**src/rtl/fetch_pkg.sv**
```systemverilog
// Shared types and helpers for the instruction fetch stage: FSM states,
// word size and the redirect-target alignment check.
package fetch_pkg;

  typedef enum logic [1:0] {
    IDLE  = 2'd0,
    FETCH = 2'd1,
    VALID = 2'd2,
    FAULT = 2'd3
  } fetch_state_t;

  localparam logic [31:0] WORD_BYTES = 32'd4;

  function automatic logic is_word_aligned(input logic [31:0] target);
    return (target[1:0] == 2'b00);
  endfunction

endpackage

```
**src/rtl/instr_fetch_unit_pc_reg.sv**
```systemverilog
// Byte-addressed program counter: loads either the sequential successor or
// a redirect target when enabled, otherwise holds.
module pc_reg
  import fetch_pkg::*;
#(
  parameter logic [31:0] RESET_PC = 32'h0000_0000
) (
  input  logic        clk,
  input  logic        rst_n,
  input  logic        load_en,
  input  logic        load_redirect,
  input  logic [31:0] redirect_target,
  output logic [31:0] pc
);

  logic [31:0] next_pc;

  // Sequential successor wraps naturally at the top of the address space.
  always_comb begin
    next_pc = pc + WORD_BYTES;
    if (load_redirect) begin
      next_pc = redirect_target;
    end
  end

  always_ff @(posedge clk) begin
    if (!rst_n) begin
      pc <= RESET_PC;
    end else if (load_en) begin
      pc <= next_pc;
    end
  end

endmodule

```
**src/rtl/instr_fetch_unit.sv**
```systemverilog
// Sequential fetch stage: drives a request/ack instruction memory from the
// PC, presents each word with its PC, redirects and traps misaligned targets.
module instr_fetch_unit
  import fetch_pkg::*;
#(
  parameter logic [31:0] RESET_PC = 32'h0000_0000,
  parameter int          IMEM_AW  = 10
) (
  input  logic               clk,
  input  logic               rst_n,
  input  logic               stall,
  input  logic               redirect_valid,
  input  logic [31:0]        redirect_target,
  output logic               imem_req,
  output logic [IMEM_AW-1:0] imem_word_addr,
  input  logic               imem_ack,
  input  logic [31:0]        imem_rdata,
  output logic               instr_valid,
  output logic [31:0]        instr,
  output logic [31:0]        instr_pc,
  output logic [31:0]        pc_plus4,
  output logic               fault,
  output logic [31:0]        fault_pc
);

  fetch_state_t state, next_state;
  logic [31:0]  pc;
  logic         pc_load;
  logic         pc_load_redirect;
  logic         capture;
  logic         fault_set;
  logic         unused_pc_bits;

  pc_reg #(
    .RESET_PC(RESET_PC)
  ) u_pc_reg (
    .clk            (clk),
    .rst_n          (rst_n),
    .load_en        (pc_load),
    .load_redirect  (pc_load_redirect),
    .redirect_target(redirect_target),
    .pc             (pc)
  );

  always_ff @(posedge clk) begin
    if (!rst_n) begin
      state <= IDLE;
    end else begin
      state <= next_state;
    end
  end

  // A redirect outranks both ack and stall; FAULT ignores everything but reset.
  always_comb begin
    next_state       = state;
    pc_load          = 1'b0;
    pc_load_redirect = 1'b0;
    capture          = 1'b0;
    fault_set        = 1'b0;
    if (state != FAULT && redirect_valid) begin
      if (is_word_aligned(redirect_target)) begin
        pc_load          = 1'b1;
        pc_load_redirect = 1'b1;
        next_state       = FETCH;
      end else begin
        fault_set  = 1'b1;
        next_state = FAULT;
      end
    end else begin
      case (state)
        IDLE:  next_state = FETCH;
        FETCH: begin
          if (imem_ack) begin
            capture    = 1'b1;
            next_state = VALID;
          end
        end
        VALID: begin
          if (!stall) begin
            pc_load    = 1'b1;
            next_state = FETCH;
          end
        end
        FAULT:   next_state = FAULT;
        default: next_state = IDLE;
      endcase
    end
  end

  always_ff @(posedge clk) begin
    if (!rst_n) begin
      instr    <= 32'h0;
      instr_pc <= 32'h0;
    end else if (capture) begin
      instr    <= imem_rdata;
      instr_pc <= pc;
    end
  end

  always_ff @(posedge clk) begin
    if (!rst_n) begin
      fault    <= 1'b0;
      fault_pc <= 32'h0;
    end else if (fault_set) begin
      fault    <= 1'b1;
      fault_pc <= redirect_target;
    end
  end

  // Memory-facing outputs depend only on registered state and PC.
  assign imem_req       = (state == FETCH);
  assign instr_valid    = (state == VALID);
  assign imem_word_addr = pc[IMEM_AW+1:2];
  assign pc_plus4       = instr_pc + WORD_BYTES;
  assign unused_pc_bits = ^{pc[31:IMEM_AW+2], pc[1:0]};

endmodule

```
**config.mk**
```make
export PLATFORM = sky130hd
export DESIGN_NAME = instr_fetch_unit
export DESIGN_NICKNAME = d
export VERILOG_FILES = /design/src/rtl/fetch_pkg.sv /design/src/rtl/instr_fetch_unit_pc_reg.sv /design/src/rtl/instr_fetch_unit.sv
export SDC_FILE = /design/constraint.sdc
export NUM_CORES = 1
export LEC_CHECK = 0
export ABC_AREA = 1
export ABC_CLOCK_PERIOD_IN_PS = 1700
export BUFFER_PORTS_ARGS = -buffer_cell sky130_fd_sc_hd__buf_4
export CAP_MARGIN = 25
export CELL_PAD_IN_SITES_DETAIL_PLACEMENT = 0
export CELL_PAD_IN_SITES_GLOBAL_PLACEMENT = 2
export CORE_MARGIN = 2
export CORE_UTILIZATION = 27
export CTS_CLUSTER_SIZE = 20
export DETAILED_ROUTE_END_ITERATION = 16
export PLACE_DENSITY_LB_ADDON = 0.1
export SETUP_SLACK_MARGIN = 0.15
export SYNTH_ARGS = -nofsm -noshare
export SYNTH_HDL_FRONTEND = slang
export SYNTH_SLANG_ARGS = --single-unit
```
**constraint.sdc**
```tcl
create_clock -name clk -period 1.7 [get_ports clk]
set_clock_uncertainty 0.05 [all_clocks]
set_input_delay 0.17 -clock clk [delete_from_list [all_inputs] [get_ports clk]]
set_output_delay 0.17 -clock clk [all_outputs]
set_load 0.05 [all_outputs]
```
==> impl_metrics.py <==
metrics = {
    "floorplanning": {
        "core.rowCount": 56,
        "die_area_mm2": 0.0254,
        "die_w_um": 159,
        "core_mm2": 0.0235,
        "initial_utilization": 0.276,
        "dieHeight_um": 159,
        "ios": 210,
    },
    "timing": {
        "hold_violations": 0,
        "setup-violations-final": 27,
        "period_minus_slack_ns": 2.13,
        "setup_ws_ns": -0.427,
        "finalCritPeriodShare": 1.25,
        "hold_ws_ns": 0.0259,
        "slew_headroom": 0.745,
        "worstMarginPinSlew_ns": 0.382,
        "fmax_ghz": 0.470,
        "rsz0062_at_grt": "true",
        "slew_viol_final": 0,
    },
    "flow_run": {
        "max_cap_violations": 0,
    },
    "critical_path": {
        "worst_ep_required_time_ns": 1.48,
        "r2r_slack_ns": 0.19,
        "cpLargestDelayFamily": "simple AND/OR/NAND/NOR gates",
        "cp-end-kind": "output pin",
        "slowest_delay_ns": 0.36,
        "cp.arrival_ns": 1.91,
        "critical_path_class": "reg2out",
        "critPathBufInv": 2,
        "slowest_stage": "dfxtp_4",
        "path_max_fanout": 3,
        "crit_chain": "ha_4, nand2_4, nor2_4, inv_2, nor3_4, nand4_1, xnor2_4, buf_6",
        "reg2reg_from": "u_pc_reg.pc[3]$_SDFFE_PN0P_",
        "start_kind": "flop",
        "rr_worst_depth": 11,
        "reg2reg_to": "u_pc_reg.pc[27]$_SDFFE_PN0P_",
    },
    "synth": {
        "synth-seq-cells": 131,
        "synth_edf_count": 0,
        "seq_area_frac_synth": 0.403,
        "async_flop_share": 0,
        "synthCells": 944,
        "synthFlopType": "dfxtp_1",
        "synth.largest_area_cell": "dfxtp_1",
        "synth.distinct_cells": 34,
        "yosys_warnings": 0,
        "avgSynthCellArea_um2": 6.89,
        "syn-num-nets": 1015,
        "syn-cell-area_mm2": 0.00651,
        "synth.area.top_cells": "dfxtp_1, nand2_1, nor2_1",
        "synth_top_area_frac": 0.403,
    },
    "layout": {
        "layout.nets": 1370,
        "synthToLayoutAreaGrowth_pct": 81.7,
        "drive_gt1_frac": 0.424,
        "antennaDiodeCount": 0,
    },
    "power": {
        "seqPwrFrac": 0.379,
        "powerDensity_mw_per_mm2": 745,
        "comb_power_share": 0.219,
        "irDropWorstVdd_uv": 474,
        "p_leak_nw": 5.39,
        "swShare": 0.325,
        "power.share.clock": 0.402,
        "intPower_mw": 5.94,
        "p_switching_mw": 2.87,
    },
    "place": {
        "place_congestion": 0.814,
        "pre_cts_ws_ns": -0.118,
        "dp_hpwl_um": 17100,
        "portBuffers": 209,
    },
    "detailed_routing": {
        "num_vias": 7174,
        "drcViolationCount": 0,
        "ant_nets": 0,
        "drt_first_iter_violations": 411,
        "drtPass1Iterations": 5,
        "viasPerCell": 4.40,
        "wire_per_inst_um": 15.1,
        "routed_wl_um": 24600,
    },
    "hold_path": {
        "hold_end": "u_pc_reg.pc[6]$_SDFFE_PN0P_",
        "min_path_type": "in2reg",
        "whs_path_depth": 3,
        "hold_path_startpoint": "rst_n",
    },
    "grt": {
        "grt_max_degree": 59,
        "grt_pass1_vias": 6835,
        "grt-ovfl-total": 0,
        "grt_first_pass_wirelength_um": 37800,
        "antenna_found_initial": 0,
        "grt_use_total": 0.186,
    },
    "status": {
        "violations": "setup timing",
        "status": "finished, violations left",
    },
    "clock_tree": {
        "cts.sinks": 131,
        "cts.path.max_buffers": 2,
        "cts_tree": "done",
        "cts_root_buffer": "clkbuf_16",
        "path_clk_slew_ns": 0.06,
        "clk_latency_ns": 0.42,
        "cts_buffers": 17,
        "htree_levels": 4,
    },
}
==> per-layer routing <==
layer | share of wire | wire (um) | global-route usage
met1 | 0.49 | 12100 | 0.267
met2 | 0.45 | 11100 | 0.285
met3 | 0.043 | 1060 | 0.0349
met4 | 0.011 | 276 | 0.0488
met5 | 0 | 0 | 0
==> power groups by stage <==
| stage | combinational [mW] | sequential [mW] | clock (mW) |
|---|---|---|---|
| 5_1_grt | 2.05 | 3.36 | 3.78 |
| 6_report | 1.93 | 3.34 | 3.54 |
| 4_1_cts | 1.87 | 3.34 | 3.64 |
| 3_5_place_dp | 1.69 | 3.40 | 0 |
| 2_1_floorplan | 0.655 | 3.82 | 0 |
| 3_3_place_gp | 1.69 | 3.40 | 0 |
==> logic make-up (layout without fill, tap and decap cells) <==
logic type | after synthesis | in the layout | share of synthesized area
buffers and inverters | 146 | 511 | 0.104
adder cells (fa/ha/maj) | 2 | 2 | 0.00384
flip-flops | 131 | 131 | 0.403
AND/OR/NAND/NOR | 435 | 438 | 0.283
XOR/XNOR | 40 | 40 | 0.0538
AO/OA/AOI/OAI | 190 | 190 | 0.153
==> per-stage QoR <==
stage               utilization  instance area, um^2  instances  power (mW)  setup TNS [ns]
floorplan                     -                 7130        944        4.48           -2.07
global placement          0.401                 9430       1496        5.09          -0.337
detailed placement        0.401                 9430       1496        5.09          -0.434
CTS                       0.477                11200       1606        8.84           -9.22
global route              0.502                11800       1631        9.19          -10.91
finish                    0.502                11800       1631        8.81           -8.50
==> how the worst max path moves through the flow <==
stage                                        start      endpoint  slack [ns]  depth (start not counted)
final                     instr_pc[2]$_SDFFE_PN0P_  pc_plus4[26]       -0.43                          8
after global routing      instr_pc[2]$_SDFFE_PN0P_  pc_plus4[26]       -0.54                          8
after CTS                 instr_pc[2]$_SDFFE_PN0P_  pc_plus4[26]       -0.49                          8
after detailed placement  instr_pc[2]$_SDFFE_PN0P_  pc_plus4[22]       -0.12                          8
after global placement    instr_pc[2]$_SDFFE_PN0P_  pc_plus4[22]       -0.09                          8
after floorplan           instr_pc[2]$_SDFFE_PN0P_  pc_plus4[26]       -0.22                          7
==> layout make-up <==
type	count	area (um^2)
inverter	92	372
clock inverter	14	111
sequential	131	2750
multi-input combinational	670	4280
clock buffer	18	450
timing repair buffer	387	3460
tap	319	399
fill	2368	11700
==> worst register-to-register path: cells and delay by family, from the launching register on <==
family,cells,cell delay [ns]
DFF,1,0.36
buffers and inverters,2,0.23
AOI/OAI and AO/OA,1,0.05
and+or+nand+nor,8,0.69
==> synthesized netlist by cell type, types with 10 or more instances <==
cell,count
o21ai_0,37
xnor2_1,10
dfxtp_1,131
buf_4,17
nand2_1,211
xor2_1,30
nor3_1,17
inv_1,86
o21ai_1,57
a21oi_1,84
nand3_1,55
clkbuf_1,21
nor2_1,127
==> what timing repair did <==
item                                    4_1_cts  5_1_grt
pin swaps                                    37       43
buffers inserted                             12       20
hold buffers                                 64        0
endpoints found under the setup margin       71       98
gates resized for setup                     115       88
cloned                                        2        5
hold endpoints to repair                     66        0
==> layout by cell type, fill, tap and decap left out, drive strengths merged <==
master / n
nor3b: 1
clkinvlp: 1
xor2: 30
and2: 1
nor2: 138
a211oi: 1
dfxtp: 131
nand3b: 1
a21oi: 92
o21ai: 94
a31oi: 2
o211ai: 1
clkbuf: 21
nand3: 55
or2: 1
and3: 1
buf: 320
nor3: 17
xnor2: 10
inv: 100
nand2: 217
nand4: 6
clkinv: 5
dlygate4sd3: 64
ha: 2
No activity file was read; power rests on OpenSTA's default activity.
